===== src/rtl/systolic_feeder.sv =====
// rtl/systolic_feeder.sv - host-side operand feeder and result collector for a 4x4 int8 systolic array
//
// Purpose: holds matrices A and B written by the host, pulses the array reset for one
// cycle, streams skewed rowA/rowB words with enable/clk_count, latches rowC0..3 on the
// array done pulse and hands the four result rows back on a valid/ready stream.
// Optional feature macro: SYSTOLIC_FEEDER_TIMEOUT_EN (abort WAIT_DONE after TIMEOUT
// cycles and raise o_err); when undefined WAIT_DONE waits forever and o_err is 0.
//
// Ports:
//   systolic_clk, rst_n          clock shared with the array, async active-low reset
//   i_wr_en/i_wr_sel/i_wr_idx    host row write strobe, 0=A 1=B, row index k
//   i_wr_data                    row k, [31:24] = element [k][0]
//   i_start / o_busy             begin a multiply / run in progress
//   o_array_rst_n                array reset, low during reset and the CLEAR cycle
//   o_enable, o_clk_count        array enable and step counter (4'hF when idle)
//   o_row_a, o_row_b             skewed operand words
//   i_array_done, i_array_row_c0..3  array done pulse and result rows
//   o_c_valid/i_c_ready/o_c_idx/o_c_data  result row stream
//   o_err                        sticky timeout flag, cleared by start
module systolic_feeder #(
  parameter int DATA_WIDTH = 32,
  parameter int DATA_SIZE  = 8,
  parameter int DIM_SIZE   = 4,
  parameter int TIMEOUT    = 4
) (
  input  logic                        systolic_clk,
  input  logic                        rst_n,
  input  logic                        i_wr_en,
  input  logic                        i_wr_sel,
  input  logic [$clog2(DIM_SIZE)-1:0] i_wr_idx,
  input  logic [DATA_WIDTH-1:0]       i_wr_data,
  input  logic                        i_start,
  output logic                        o_busy,
  output logic                        o_array_rst_n,
  output logic                        o_enable,
  output logic [3:0]                  o_clk_count,
  output logic [DATA_WIDTH-1:0]       o_row_a,
  output logic [DATA_WIDTH-1:0]       o_row_b,
  input  logic                        i_array_done,
  input  logic [DATA_WIDTH-1:0]       i_array_row_c0,
  input  logic [DATA_WIDTH-1:0]       i_array_row_c1,
  input  logic [DATA_WIDTH-1:0]       i_array_row_c2,
  input  logic [DATA_WIDTH-1:0]       i_array_row_c3,
  output logic                        o_c_valid,
  input  logic                        i_c_ready,
  output logic [$clog2(DIM_SIZE)-1:0] o_c_idx,
  output logic [DATA_WIDTH-1:0]       o_c_data,
  output logic                        o_err
);
  localparam int IDX_W    = $clog2(DIM_SIZE);
  localparam int FEED_LEN = 3 * DIM_SIZE - 1;

  typedef enum logic [2:0] {S_IDLE, S_CLEAR, S_FEED, S_WAIT, S_DRAIN} state_t;

  state_t                r_state;
  state_t                w_next;
  logic [3:0]            r_t;
  logic [IDX_W-1:0]      r_cidx;
  logic [DATA_WIDTH-1:0] r_a [DIM_SIZE];
  logic [DATA_WIDTH-1:0] r_b [DIM_SIZE];
  logic [DATA_WIDTH-1:0] r_c [DIM_SIZE];
  logic                  w_timeout;
  logic                  w_err;
  logic                  w_clr;

`ifdef SYSTOLIC_FEEDER_TIMEOUT_EN
  localparam int WCNT_W = $clog2(TIMEOUT + 1);
  logic [WCNT_W-1:0] r_wcnt;
  logic              r_err;

  assign w_timeout = (r_state == S_WAIT) && !i_array_done &&
                     (r_wcnt == WCNT_W'(TIMEOUT - 1));
  assign w_err     = r_err;

  always_ff @(posedge systolic_clk or negedge rst_n) begin
    if (!rst_n) begin
      r_wcnt <= '0;
      r_err  <= 1'b0;
    end else begin
      r_wcnt <= (r_state == S_WAIT) ? r_wcnt + 1'b1 : '0;
      if (r_state == S_IDLE && i_start) r_err <= 1'b0;
      else if (w_timeout)               r_err <= 1'b1;
    end
  end
`else
  assign w_timeout = 1'b0;
  assign w_err     = 1'b0;
`endif

  // State register
  always_ff @(posedge systolic_clk or negedge rst_n) begin
    if (!rst_n) r_state <= S_IDLE;
    else        r_state <= w_next;
  end

  // Next-state logic
  always_comb begin
    w_next = r_state;
    case (r_state)
      S_IDLE:  if (i_start) w_next = S_CLEAR;
      S_CLEAR: w_next = S_FEED;
      S_FEED:  if (r_t == 4'(FEED_LEN - 1)) w_next = S_WAIT;
      S_WAIT:  begin
        if (i_array_done)   w_next = S_DRAIN;
        else if (w_timeout) w_next = S_IDLE;
      end
      S_DRAIN: if (i_c_ready && r_cidx == IDX_W'(DIM_SIZE - 1)) w_next = S_IDLE;
      default: w_next = S_IDLE;
    endcase
  end

  // Matrix storage; host writes only land while idle
  always_ff @(posedge systolic_clk) begin
    if (r_state == S_IDLE && i_wr_en) begin
      if (i_wr_sel) r_b[i_wr_idx] <= i_wr_data;
      else          r_a[i_wr_idx] <= i_wr_data;
    end
  end

  // Feed step counter, result buffer and drain index
  always_ff @(posedge systolic_clk or negedge rst_n) begin
    if (!rst_n) begin
      r_t    <= '0;
      r_cidx <= '0;
      for (int i = 0; i < DIM_SIZE; i++) r_c[i] <= '0;
    end else begin
      r_t <= (r_state == S_FEED) ? r_t + 4'd1 : 4'd0;
      if (r_state == S_WAIT && i_array_done) begin
        r_c[0] <= i_array_row_c0;
        r_c[1] <= i_array_row_c1;
        r_c[2] <= i_array_row_c2;
        r_c[3] <= i_array_row_c3;
      end
      if (r_state != S_DRAIN) r_cidx <= '0;
      else if (i_c_ready)     r_cidx <= r_cidx + 1'b1;
    end
  end

  // Outputs. Element k of row r enters at step t = r + k, so the operands for
  // PE(r,c) meet after c + r hops of propagation inside the array.
  always_comb begin
    w_clr         = (r_state == S_CLEAR);
    o_busy        = (r_state != S_IDLE);
    o_array_rst_n = rst_n & ~w_clr;
    o_enable      = (r_state == S_FEED);
    o_clk_count   = (r_state == S_FEED) ? r_t : 4'hF;
    o_row_a       = '0;
    o_row_b       = '0;
    if (r_state == S_FEED) begin
      for (int r = 0; r < DIM_SIZE; r++) begin
        for (int k = 0; k < DIM_SIZE; k++) begin
          if (int'(r_t) == r + k) begin
            o_row_a[DATA_WIDTH-1-r*DATA_SIZE -: DATA_SIZE] = r_a[r][DATA_WIDTH-1-k*DATA_SIZE -: DATA_SIZE];
            o_row_b[DATA_WIDTH-1-r*DATA_SIZE -: DATA_SIZE] = r_b[k][DATA_WIDTH-1-r*DATA_SIZE -: DATA_SIZE];
          end
        end
      end
    end
    o_c_valid = (r_state == S_DRAIN);
    o_c_idx   = r_cidx;
    o_c_data  = (r_state == S_DRAIN) ? r_c[r_cidx] : '0;
    o_err     = w_err;
  end
endmodule

===== config.mk =====
export PLATFORM = sky130hd
export DESIGN_NAME = systolic_feeder
export DESIGN_NICKNAME = d
export VERILOG_FILES = /design/src/rtl/systolic_feeder.sv
export SDC_FILE = /design/constraint.sdc
export NUM_CORES = 1
export LEC_CHECK = 0
export BUFFER_PORTS_ARGS = -buffer_cell sky130_fd_sc_hd__buf_2
export CAP_MARGIN = 20
export CORE_MARGIN = 2
export CORE_UTILIZATION = 30
export CTS_CLUSTER_SIZE = 40
export DETAILED_ROUTE_END_ITERATION = 8
export SYNTH_ARGS = -nofsm -noshare
export SYNTH_HDL_FRONTEND = slang
export SYNTH_SLANG_ARGS = --single-unit

===== constraint.sdc =====
create_clock -name systolic_clk -period 6.84 [get_ports systolic_clk]
set_input_delay 1.71 -clock systolic_clk [delete_from_list [all_inputs] [get_ports systolic_clk]]
set_output_delay 1.71 -clock systolic_clk [all_outputs]
set_load 0.01 [all_outputs]

# Yosys cells after proc, flatten, opt, wreduce, memory -nomap -nowiden
# Memory sizes are Yosys's and may differ from the RTL's.
# Cells that the tools add are included.
classes:
  add_sub_neg: 2
  n_lt_le_gt_ge: 1
  n_eq_ne: 17
  muxes: 53
  n_bitwise: 3
  reduce_logical: 8
op_table:
  columns: ["cell", "n"]
  rows:
  - ["8-bit 2-to-1 mux", 32]
  - ["32-bit 2-to-1 mux", 5]
  - ["32-bit binary-select mux with 2-bit select", 1]
  - ["4-bit == test (second input constant)", 4]
  - ["3-bit one-hot mux with 5 select lines", 1]
  - ["3-bit 2-to-1 mux", 4]
  - ["4-bit by 3-bit == test with 1-bit output (second input constant)", 2]
  - ["4-bit 2-to-1 mux", 2]
  - ["3-bit by 2-bit == test with 1-bit output (second input constant)", 2]
  - ["1-bit 2-to-1 mux", 6]
  - ["4-bit by 1-bit adder with 4-bit output (second input constant)", 1]
  - ["4-bit by 2-bit == test with 1-bit output (second input constant)", 1]
  - ["4-bit logical NOT", 1]
  - ["2-bit 2-to-1 mux", 2]
  - ["2-bit by 1-bit != test with 1-bit output (second input constant)", 2]
  - ["2-bit != test (second input constant)", 2]
  - ["4-bit AND reduction", 1]
  - ["3-bit by 1-bit == test with 1-bit output (second input constant)", 1]
  - ["3-bit == test (second input constant)", 1]
  - ["3-bit greater-or-equal comparator (second input constant)", 1]
  - ["1-bit logical AND", 3]
  - ["3-bit logical NOT", 1]
  - ["3-bit != test (second input constant)", 1]
  - ["2-bit NOT with 3-bit output", 1]
  - ["other kinds (6)", 6]
word_totals:
  ff_bits: 137
  ramBits: 256
  inputBits: 169
  out_inout_bits: 107
  wordCells: 93
  mem_count: 2
memory_table:
  columns: ["name", "words", "word_bits", "read_ports", "rd_clocked_by_memory_dff", "write_ports", "line_no", "text"]
  rows:
  - ["r_a", 4, 32, 4, 0, 1, "59", "logic [DATA_WIDTH-1:0] r_a [DIM_SIZE];"]
  - ["r_b", 4, 32, 4, 0, 1, "60", "logic [DATA_WIDTH-1:0] r_b [DIM_SIZE];"]

# Depth between registers and ports, before layout
logic_depth:
  depth_word: 6
  depth_mapped: 8
  depth_no_buf: 5

# Worst setup path after synthesis
# OpenSTA, ideal clock, no wires.
synth_timing:
  path_type: "input to register"
  from: "in i_wr_en"
  to: "mem r_a[0][0], enable pin"
  setup_ns: 0.461
  t_arrival_ns: 4.365
  t_required_ns: 6.379
  path_slack_ns: 2.014
  stages: 3
  path_buffers: 0
  path_cell_list: "nor4b_1 nand2b_1 nor3_1"
synth_via:
  elab_chain_cells: 3
synth_lines:
  columns: ["element", "line_no", "text"]
  rows:
  - ["start: declaration", "28", "input logic i_wr_en,"]
  - ["1-bit logical AND", "114", "if (r_state == S_IDLE && i_wr_en) begin"]
  - ["1-bit 2-to-1 mux", "114", null]
  - ["1-bit 2-to-1 mux (implied by the code)", "116", "else r_a[i_wr_idx] <= i_wr_data;"]
  - ["end: declaration", "59", null]
# Every way passes these cells.

# Worst setup path after layout
layout_timing:
  from: "reg r_t[1]"
  to: "out o_row_b[31]"
layout_via:
  elab_chain_cells: 6
  word_cells_on_any_way: 9
  cone_classes: "eq/ne: 3; mux: 5; reduce/logical: 1"
layout_lines:
  columns: ["element", "line_no", "text"]
  rows:
  - ["start: declaration", "57", "logic [3:0] r_t;"]
  - ["start signal: assignment", "127", "r_t <= (r_state == S_FEED) ? r_t + 4'd1 : 4'd0;"]
  - ["4-bit logical NOT", "152", "if (int'(r_t) == r + k) begin"]
  - ["8-bit 2-to-1 mux (3 in a row)", "152", null]
  - ["8-bit 2-to-1 mux (*)", "152", null]
  - ["32-bit 2-to-1 mux (*)", "149", "if (r_state == S_FEED) begin"]
  - ["end: declaration", "38", "output logic [DATA_WIDTH-1:0] o_row_b,"]
# Mark *: on every way between the ends. The rest lies on a longest branch, timed or not.

==> flow_summary.json <==
{
  "status": "finished, final reports clean",
  "grt_pass1_wl_um": 71700,
  "placed_area_mm2": 0.0186,
  "worst_pin_slew_ns": 1.10,
  "ys_ff_latch": 393,
  "firstDrtPassIters": 6,
  "place_hpwl_um": 31800,
  "start_kind": "flop",
  "wl_um": 48600,
  "synthArstFlopShare_pct": 34.9,
  "mappedNetlistNets": 1270,
  "crit_slowest_cell": "ha_2",
  "yosys-top-cells-area": "edfxtp_1 47%, dfrtp_1 21%, mux2_2 8.7%, mux4_2 4.4%, a21oi_1 3.6%",
  "clkSinkCount": 393,
  "grt_overflow": 0,
  "hold_buffers": 0,
  "htreeDepth": 2,
  "path_max_fanout": 43,
  "pwr-share-clk_pct": 29.3,
  "drtIter0Drc": 816,
  "num_rows": 86,
  "crit_chain": "inv_1 > ha_2 > nor2b_1 > a22oi_1 > a211oi_1 > buf_2",
  "cts_resized": 0,
  "slew_viol_final": 0,
  "ys_warn_count": 0,
  "hold_viol": 0,
  "fmax_mhz": 193,
  "skew_ns": 0.00799,
  "start_util_pct": 30.2,
  "relSlewSlack_pct": 26.8,
  "root_buffer": "clkbuf_16",
  "pre_cts_slack_ns": 2.25,
  "arrival_ns": 3.47,
  "syn_to_final_growth_pct": 21.0,
  "rsz0062_at_grt": "no",
  "grt_max_degree": 74,
  "first_global_vias": 11037,
  "core_area_mm2": 0.0548,
  "port_buffers": 274,
  "synth_area_mm2": 0.0165,
  "p_leak_uw": 0.00769,
  "drc": 0,
  "clock_path_buffers": 3,
  "yosysSeqAreaShare_pct": 67.2,
  "power.density_mw_per_mm2": 386,
  "io_pins": 276,
  "synth-edff-count": 256,
  "clk_latency_ns": 0.58,
  "fin_setup_tns_ns": 0,
  "peakVddDrop_v": 0.000256,
  "yosysTopAreaCell": "edfxtp_1",
  "intPower_uw": 5290,
  "critPathCaptureType": "output port",
  "synth_area_per_cell_um2": 15.1,
  "cts_tree": "done",
  "antenna_left": 0,
  "antenna_found_initial": 9,
  "fin_util_pct": 36.5,
  "fin_area_mm2": 0.0200,
  "netlist_instances": 1096,
  "dieArea_mm2": 0.0570,
  "grtUsageTotal_pct": 16.9,
  "post_drt_wl_per_cell_um": 23.2,
  "netlist.area_leader.share_pct": 46.5,
  "vias": 10787,
  "cts_setup_buffers": 0,
  "cap_violations": 0,
  "setup_ws_ns": 1.66,
  "n_fill_cell": 5212,
  "p_sw_uw": 2430,
  "worst_hold_path_type": "flop to flop",
  "die_w_um": 239,
  "path_clk_slew_ns": 0.06,
  "crit_buf_inv": 2,
  "routed_via_density": 5.16,
  "synth_cell_types": 50,
  "crit_family": "adder cells",
  "gp_congestion": 0.820,
  "pwr-share-comb_pct": 28.6,
  "path_class": "flop to output port",
  "setup_viol_count_final": 0,
  "fin_nets": 1525,
  "drive_gt1_share_pct": 41.7,
  "worstPathRequired_ns": 5.13,
  "fp.dieH_um": 239,
  "min_period_over_period_pct": 75.8,
  "cts_buffers": 44,
  "seqPwrFrac_pct": 42.1,
  "period_minus_slack_ns": 5.18,
  "cp_slowest_stage_delay_ns": 0.79,
  "synth_ff_type": "edfxtp_1",
  "p_sw_share_pct": 31.5
}
## registers in the layout, indices dropped and copies added (netlist names)
signal / flops
r_t: 4
r_b: 128
o_c_idx: 2
r_a: 128
r_c: 128
r_state: 3
## worst register-to-register path, stage by stage, from the launching register on
cell     delay (ns)
dfrtp_1        0.37
buf_4          0.27
nor4b_1        0.95
nand2_1        0.43
nor2_4         0.65
buf_4          0.43
## layout by cell type (no fill, tap or decap), types with 3 or more instances in the layout
master,count
nor2_2,4
and3_1,32
clkinv_2,4
a21oi_1,119
nor2b_1,3
nand2_1,47
nand3b_1,56
a211oi_1,8
clkinv_1,10
a2bb2oi_1,16
a22oi_1,8
clkbuf_1,15
clkbuf_16,44
inv_1,5
o21ai_0,18
buf_2,273
buf_4,21
nand2b_1,6
ha_2,3
dfrtp_1,135
nand3_1,17
nor2_1,38
o221a_2,39
nor2_4,3
diode_2,3
mux4_2,32
mux2_2,128
edfxtp_1,256
## cells in the mapped netlist (2+ instances only)
cell / number
edfxtp_1: 256
dfrtp_1: 137
mux2_2: 128
a21oi_1: 119
nand3b_1: 56
nand2_1: 47
nor2_1: 45
clkbuf_1: 44
o221a_2: 39
and3_1: 32
mux4_2: 32
buf_2: 24
o21ai_0: 18
nand3_1: 17
a2bb2oi_1: 16
buf_1: 12
a211oi_1: 8
a22oi_1: 8
nand2b_1: 6
ha_1: 5
inv_1: 5
clkbuf_8: 4
buf_6: 3
nor2b_1: 3
nor3_1: 3
and2_1: 2
nor3b_2: 2
or3_1: 2
xnor2_1: 2
## stage by stage
step	instances	total power, µW	hold slack (ns)
finish	2092	7720	0.497
CTS	2087	7780	0.500
global route	2089	8100	0.511
global placement	2006	5450	0.483
floorplan	1096	4710	0.474
detailed placement	2007	5510	0.487
## final cells by class
type | instances | area (µm²) | area share [%]
well taps | 704 | 881 | 4.40
multi-input cells | 608 | 5010 | 25.1
clock inverters | 21 | 211 | 1.06
flip-flops and latches | 393 | 11100 | 55.6
inverters | 6 | 22.5 | 0.113
diodes | 3 | 7.51 | 0.0375
repair buffers | 298 | 1590 | 7.97
clock buffers | 59 | 1160 | 5.79
## per-layer routing
metal | GRT usage, % | part of all wire [%]
met1 | 21.4 | 40
met2 | 27.9 | 48
met3 | 4.95 | 9.5
met4 | 5.00 | 2.6
met5 | 0 | 0.070
## logic make-up (layout without fill, tap and decap cells)
family,Yosys count,count (layout),synth area share [%]
other cells,1,4,0.0227
mux,161,161,13.1
flops,393,393,67.2
compound gates,212,212,8.61
xor+xnor,3,3,0.159
buf+inv,95,384,2.75
simple gates,226,226,7.70
fa+ha+maj,5,5,0.378
## worst paths after layout
kind / cells past startpoint / startpoint / slack (ns) / endpoint
max: 6 / r_t[1] / 1.66 / o_row_b[31]
min: 1 / r_c[47] / 0.50 / r_c[47]
max reg2reg: 5 / r_state[2] / 3.39 / r_b[3][26]
min reg2reg: 1 / r_c[47] / 0.50 / r_c[47]
max in group asynchronous: 2 / rst_n / 4.28 / r_c[118]
min in group asynchronous: 1 / rst_n / 1.13 / r_c[44]
## power groups by stage
stage | Clock [µW] | Combinational (µW) | Sequential (µW)
floorplan | 0 | 1540 | 3180
global placement | 0 | 2170 | 3270
detailed placement | 0 | 2210 | 3300
CTS | 2310 | 2220 | 3250
global route | 2410 | 2390 | 3300
finish | 2260 | 2210 | 3250
Power figures use the tool's default switching activity.
